<file path="src/rtl/icache_line_fill_pkg.sv">
// Shared instruction-cache definitions: line-fill FSM encoding and line geometry.
package icache_line_fill_pkg;

  typedef enum logic [1:0] {
    IDLE  = 2'd0,
    FETCH = 2'd1,
    RESP  = 2'd2,
    DRAIN = 2'd3
  } fill_state_e;

  localparam int WORD_BYTES = 4;

  // Byte-offset width of a cache line: log2(words per line * bytes per word).
  function automatic int line_off_w(input int num_blocks, input int block_size);
    return $clog2(num_blocks * block_size);
  endfunction

  // Line offset width for the default 4-word line.
  localparam int LINE_OFF_W = line_off_w(4, WORD_BYTES);

endpackage

</file>
<file path="src/rtl/icache_line_fill.sv">
// Line-fill engine: turns one wide I-cache line request into NUM_BLOCKS
// sequential 32-bit instruction reads on a narrow memory port and returns
// the assembled line with a one-cycle ready pulse.
module icache_line_fill
  import icache_line_fill_pkg::*;
#(
  parameter int NUM_BLOCKS = 4,
  parameter int BLOCK_SIZE = 4
) (
  input  logic                    clk,
  input  logic                    resetn,
  input  logic                    mem_req_valid,
  output logic                    mem_req_ready,
  input  logic [31:0]             mem_req_addr,
  output logic [32*NUM_BLOCKS-1:0] mem_req_rdata,
  output logic                    mem_valid,
  output logic                    mem_instr,
  input  logic                    mem_ready,
  output logic [31:0]             mem_addr,
  input  logic [31:0]             mem_rdata
);

  localparam int OFF_W  = line_off_w(NUM_BLOCKS, BLOCK_SIZE);
  localparam int CW     = $clog2(NUM_BLOCKS);
  localparam int LOW_W  = OFF_W - CW;
  localparam logic [CW-1:0] LAST = CW'(NUM_BLOCKS - 1);

  fill_state_e                  state;
  logic [CW-1:0]                cnt;
  logic [31-OFF_W:0]            base_hi;
  logic [NUM_BLOCKS-1:0][31:0]  line;
  logic [CW-1:0]                cnt_nxt;

  // Offset bits of the request address are intentionally discarded.
  logic unused_off;
  assign unused_off = ^mem_req_addr[OFF_W-1:0];

  assign mem_req_rdata = line;
  // The word index lives in its own field of the address, so stepping it
  // can never carry into the line-address bits.
  assign cnt_nxt       = cnt + CW'(1);

  // Fill FSM: all outputs registered; beats only complete while mem_valid is high.
  always_ff @(posedge clk) begin
    if (!resetn) begin
      state         <= IDLE;
      cnt           <= '0;
      base_hi       <= '0;
      line          <= '0;
      mem_valid     <= 1'b0;
      mem_instr     <= 1'b0;
      mem_addr      <= '0;
      mem_req_ready <= 1'b0;
    end else begin
      case (state)
        IDLE: begin
          if (mem_req_valid) begin
            base_hi   <= mem_req_addr[31:OFF_W];
            cnt       <= '0;
            mem_valid <= 1'b1;
            mem_instr <= 1'b1;
            mem_addr  <= {mem_req_addr[31:OFF_W], {OFF_W{1'b0}}};
            state     <= FETCH;
          end
        end
        FETCH: begin
          if (mem_ready) begin
            line[cnt] <= mem_rdata;
            if (!mem_req_valid || cnt == LAST) begin
              // Outstanding beat has completed; either respond or abandon.
              mem_valid <= 1'b0;
              mem_instr <= 1'b0;
              if (mem_req_valid) begin
                mem_req_ready <= 1'b1;
                state         <= RESP;
              end else begin
                state <= IDLE;
              end
            end else begin
              cnt      <= cnt_nxt;
              mem_addr <= {base_hi, cnt_nxt, {LOW_W{1'b0}}};
            end
          end
        end
        RESP: begin
          mem_req_ready <= 1'b0;
          state         <= DRAIN;
        end
        DRAIN: begin
          // Wait for the cache to retire its request before accepting another.
          if (!mem_req_valid) state <= IDLE;
        end
        default: state <= IDLE;
      endcase
    end
  end

endmodule

</file>
<file path="config.mk">
export PLATFORM = sky130hd
export DESIGN_NAME = icache_line_fill
export DESIGN_NICKNAME = d
export VERILOG_FILES = /design/src/rtl/icache_line_fill_pkg.sv /design/src/rtl/icache_line_fill.sv
export SDC_FILE = /design/constraint.sdc
export NUM_CORES = 1
export LEC_CHECK = 0
export ABC_AREA = 1
export CAP_MARGIN = 15
export CELL_PAD_IN_SITES_DETAIL_PLACEMENT = 1
export CELL_PAD_IN_SITES_GLOBAL_PLACEMENT = 2
export CORE_MARGIN = 10
export CORE_UTILIZATION = 34
export CTS_CLUSTER_DIAMETER = 200
export CTS_CLUSTER_SIZE = 10
export DETAILED_ROUTE_END_ITERATION = 10
export DONT_BUFFER_PORTS = 1
export PLACE_DENSITY = 0.9
export REMOVE_ABC_BUFFERS = 1
export SYNTH_ARGS = -nofsm -noshare
export SYNTH_HDL_FRONTEND = slang
export SYNTH_SLANG_ARGS = --single-unit
</file>
<file path="constraint.sdc">
create_clock -name clk -period 1.8 [get_ports clk]
set_input_delay 0.18 -clock clk [delete_from_list [all_inputs] [get_ports clk]]
set_output_delay 0.18 -clock clk [all_outputs]
set_load 0.1 [all_outputs]
</file>
After elaboration in Yosys (flattened, before gate mapping). Cells that the tools add are included.

Register bits: 194. Input port bits: 68. Output and inout bits: 163. Logic and storage cells: 59.

Reduce and logical (&&, ||, !) cells: 12. $add $sub $neg: 1. Eq/ne operators: 10. Muxes and demuxes: 24. Magnitude comparators: 2.

Operators with widths (count): 128-bit bitwise mux (1); 32-bit 2-to-1 mux (4); 32-bit demux with 2-bit select (1); 32-bit one-hot mux with 2 select lines (1); 2-bit 2-to-1 mux (8); 4-bit AND reduction (4); 2-bit != test (second input constant) (6); 2-bit one-hot mux with 4 select lines (1); 2-bit == test (second input constant) (3); 1-bit 2-to-1 mux (5); 1-bit one-hot mux with 2 select lines (2); 2-bit one-hot mux with 2 select lines (1); 2-bit AND reduction (2); 2-bit nonzero test (2); 2-bit by 3-bit < comparator with 1-bit output (second input constant) (1); 2-bit by 1-bit adder with 2-bit output (second input constant) (1); 2-bit by 1-bit == test with 1-bit output (second input constant) (1); 2-bit by 1-bit greater-or-equal comparator with 1-bit output (second input constant) (1); 2-bit logical NOT (1); 1-bit logical AND (1); 1-bit logical NOT (1); 1-bit logical OR (1).

Longest topological paths before layout.
Depth in word-level cells: 5. Depth in mapped cells: 9.

Worst setup path before layout. No wires, ideal clock.

Path type: register to register. Start: register cnt[0]. End: register mem_addr[22]. Stages on the path, launching flop included: 10. Setup slack: -0.221 ns. Data arrival time: 1.957 ns. Buffers on the path: 2. Data required time: 1.736 ns. Path through: dfxtp_1 > ha_1 > inv_1 > nand2_1 > nand2_2 > nand2_2 > buf_6 > buf_6 > nor2_2 > nor2_1.

Longest elaborated chain between the ends: 4.

RTL lines: from (decl) (line icache_line_fill.sv:29) `logic [CW-1:0] cnt;`; from (signal assigned) (line icache_line_fill.sv:80) `cnt <= cnt_nxt;`; 2-bit == test (line icache_line_fill.sv:69) `if (!mem_req_valid || cnt == LAST) begin`; 1-bit logical OR (line icache_line_fill.sv:69); 2-bit != test (no source line); 4-bit AND reduction (no source line); to (signal assigned) (line icache_line_fill.sv:62) `mem_addr <= {mem_req_addr[31:OFF_W], {OFF_W{1'b0}}};`; to (signal assigned) (line icache_line_fill.sv:81) `mem_addr <= {base_hi, cnt_nxt, {LOW_W{1'b0}}};`; to (decl) (line icache_line_fill.sv:19) `output logic [31:0] mem_addr,`.

Every way passes these cells. A chain may end at the register's enable or synchronous reset.

Worst setup path in the final report.
Start: register cnt[0]. End: register state[0].

Longest elaborated chain between the ends: 4.

RTL lines: 2-bit == test (line icache_line_fill.sv:69); 1-bit logical OR (line icache_line_fill.sv:69); 2-bit != test (no source line); 4-bit AND reduction (no source line); to (signal assigned) (line icache_line_fill.sv:63) `state <= FETCH;`; to (signal assigned) (line icache_line_fill.sv:75) `state <= RESP;`; to (signal assigned) (line icache_line_fill.sv:77) `state <= IDLE;`; to (decl) (line icache_line_fill.sv:28) `fill_state_e state;`.

Every way passes these cells.

==> flow_summary_export.csv <==
group,metric,value,unit
status,status,"finished with violations",
status,violations,"hold timing",
placed_design,gp_congestion,0.738,
yosys,synthMuxAreaShare,0,%
yosys,ys_warn_count,0,
placed_design,port_buffers,0,
floorplan,start_util,34.6,%
yosys,ys_async_sr_fraction,0,%
yosys,synth_cell_types,21,
sta,relSlewSlack,51.9,%
critical_path,crit_arrival,2.09,ns
yosys,synth_compound_area_share,12.5,%
cells_and_area,fin_nets,1257,
clock_network,cts-root-buf,"clkbuf_16",
power,power.total,10700,uW
clock_network,htreeDepth,4,
routing,routedWlPerCell,17.6,microns
critical_path,crit_fanout,5,
flow_run,max-cap-violations,0,
yosys,ys_seq_area_share,52.3,%
critical_path,end_kind,"flip-flop",
clock_network,cts-root-to-sink-buffers,2,
placed_design,dp_cells,1381,
power,combPwrFrac,22.1,%
sta,clock_skew,0.0157,ns
cells_and_area,fin_cells,1475,
yosys,synth_common_cells,"nor2_1 (334), dfxtp_1 (190), o21ai_0 (148), nand2_1 (130), inv_1 (50)",
sta,fin_crit_sh,95.7,%
yosys,synth_edf_count,0,
routing,drtIter0Drc,268,
clock_network,cts.clk_slew.worst_paths,0.09,ns
hold_path,hold_depth,2,
power,powerDensity,1090,nW/um^2
power,p_int,6840,uW
sta,hold_slack,-0.118,ns
yosys,synth_fa_ha_area_share,0.688,%
yosys,yosys.area_share.simple,27.1,%
global_routing,antenna_found_initial,1,
global_routing,grt.total_usage,18.0,%
yosys,ys_dominant_reg_cell,"dfxtp_1",
sta,finalHoldViolations,171,
power,ir_drop,0.000573,V
hold_path,hold_class,"input pin to flip-flop",
yosys,synth_area_per_cell,7.33,sq um
yosys,ys_top_cells_by_area,"dfxtp_1 (52%), nor2_1 (17%), o21ai_0 (10%), nand2_1 (6.7%), inv_1 (2.6%)",
yosys,synth_top_family_by_area,"simple AND/OR/NAND/NOR gates",
routing,viasPerCell,4.78,
floorplan,fp.dieH,166,microns
clock_network,numClockSinks,190,
sta,tns,0,ns
power,p_leak,0.00477,uW
global_routing,grt_pass1_wl,40.7,mm
yosys,synth_top_cell_area_share,52.3,%
power,power_frac_seq,42.2,%
power,clkPwrFrac,35.7,%
sta,tightest_slew,0.720,ns
global_routing,grt_overflow,0,
floorplan,core,21000,sq um
clock_network,cts_made_buffers,17,
routing,firstDrtPassIters,4,
yosys,synth_area_leader_cell,"dfxtp_1",
sta,setup_viol,0,
cells_and_area,layout-drive-gt1-share,20.4,%
cells_and_area,syn2layout_area_growth,36.0,%
critical_path,crit_type,"flip-flop to flip-flop",
yosys,synth_most_common_cell,"nor2_1",
floorplan,fp-row-count,53,
sta,finalMaxSlewViolations,0,
yosys,syn_inst,992,
clock_network,clk_latency,0.44,ns
global_routing,grt_pass1_vias,7358,
clock_network,cts_tree,"yes",
yosys,synth-seq-cells,190,
routing,drc,0,
floorplan,dieArea,27600,sq um
sta,finalCriticalPeriod,1.72,ns
placed_design,post-dp-hpwl,16.8,mm
cells_and_area,final_core_util,47.0,%
floorplan,fp.dieW,166,microns
yosys,syn-cell-area,7270,sq um
yosys,synth_xor_area_share,0,%
floorplan,ios,231,
critical_path,required,2.16,ns
critical_path,rr_worst_depth,7,
routing,via_count,7057,
critical_path,cp-start-kind,"flip-flop",
routing,totalWireLength,26.0,mm
routing,ant_nets,0,
sta,max_freq,580,MHz
global_routing,grt_max_degree,189,
power,p_sw,3910,uW
power,switching_share,36.3,%
## flip-flops by register name, indices dropped and copies added (netlist names), named ones only
signal,count
base_hi,28
cnt,1
mem_addr,29
mem_instr,1
mem_req_rdata,128
mem_req_ready,1
state,1
## worst max-delay path: stages (launching register included)
cell and delay [ns]:
dfxtp_1 0.37, ha_1 0.22, inv_1 0.11, nand2_1 0.11, nand3_2 0.10, nand2_1 0.06
dlygate4sd3_1 0.57, a21oi_1 0.11
## metrics by stage
step / area [sq um] / setup WS [ns]
after floorplan: 6950 / -0.711
after global placement: 8680 / 0.272
after detailed placement: 8680 / 0.181
after CTS: 9660 / 0.0754
after global routing: 9880 / -0.0509
final: 9880 / 0.0766
## placed cells by master, fill, tap and decap left out, types with 4 or more instances in the layout
| master | netlist | routed |
|---|---|---|
| nor2_1 | 334 | 334 |
| dfxtp_1 | 190 | 189 |
| buf_4 | 4 | 174 |
| o21ai_0 | 148 | 148 |
| nand2_1 | 130 | 130 |
| dlygate4sd3_1 | 0 | 60 |
| inv_1 | 50 | 50 |
| nor2_2 | 20 | 20 |
| o21ai_1 | 19 | 19 |
| clkbuf_16 | 0 | 17 |
| a21oi_1 | 15 | 15 |
| nand2_2 | 5 | 5 |
| inv_6 | 0 | 5 |
| clkinv_8 | 0 | 5 |
| nor2_4 | 4 | 4 |
| ha_1 | 4 | 4 |
| buf_12 | 0 | 4 |
## final timing paths
kind	start	end	slack (ns)
worst max-delay path	cnt[0]	state[0]	0.08
worst min-delay path	resetn	mem_req_rdata[16]	-0.12
worst max register to register	cnt[0]	state[0]	0.08
worst min register to register	base_hi[21]	base_hi[21]	0.45
## what timing repair did
action,CTS,global route
endpoints found under the setup margin,0,1
resized for setup,0,1
hold buffers,39,21
setup buffers,0,0
endpoints found under the hold margin,190,179
## cells by family (layout without fill, tap and decap cells)
family | after synthesis | count (layout)
compound gates | 182 | 182
fa+ha+maj | 4 | 4
buf+inv | 119 | 324
flops | 190 | 190
other cells | 1 | 4
simple gates | 496 | 496
## cell type report
cell class | count | area (sq um)
Clock buffer | 18 | 429
Antenna cell | 2 | 5.00
Timing Repair Buffer | 238 | 1990
Inverter | 54 | 203
Tap cell | 275 | 344
Fill cell | 2573 | 11100
Sequential cell | 190 | 3800
Multi-Input combinational cell | 684 | 2940
Clock inverter | 14 | 168
## per-layer routing
metal / vias up / track usage [%] / share of wire, %
met2: 190 / 30.0 / 47
li1: 3461 / - / -
met3: 30 / 8.45 / 9.2
met4: 0 / 4.70 / 1.6
met5: - / 0 / 0
met1: 3376 / 20.2 / 42
## power groups by stage
stage | registers, uW | logic [uW] | clock network, uW
floorplan | 5830 | 521 | 0
global placement | 4620 | 2190 | 0
detailed placement | 4630 | 2230 | 0
CTS | 4530 | 2350 | 3930
global route | 4570 | 2520 | 4120
finish | 4540 | 2380 | 3840
No activity file was read; power rests on OpenSTA's default activity.
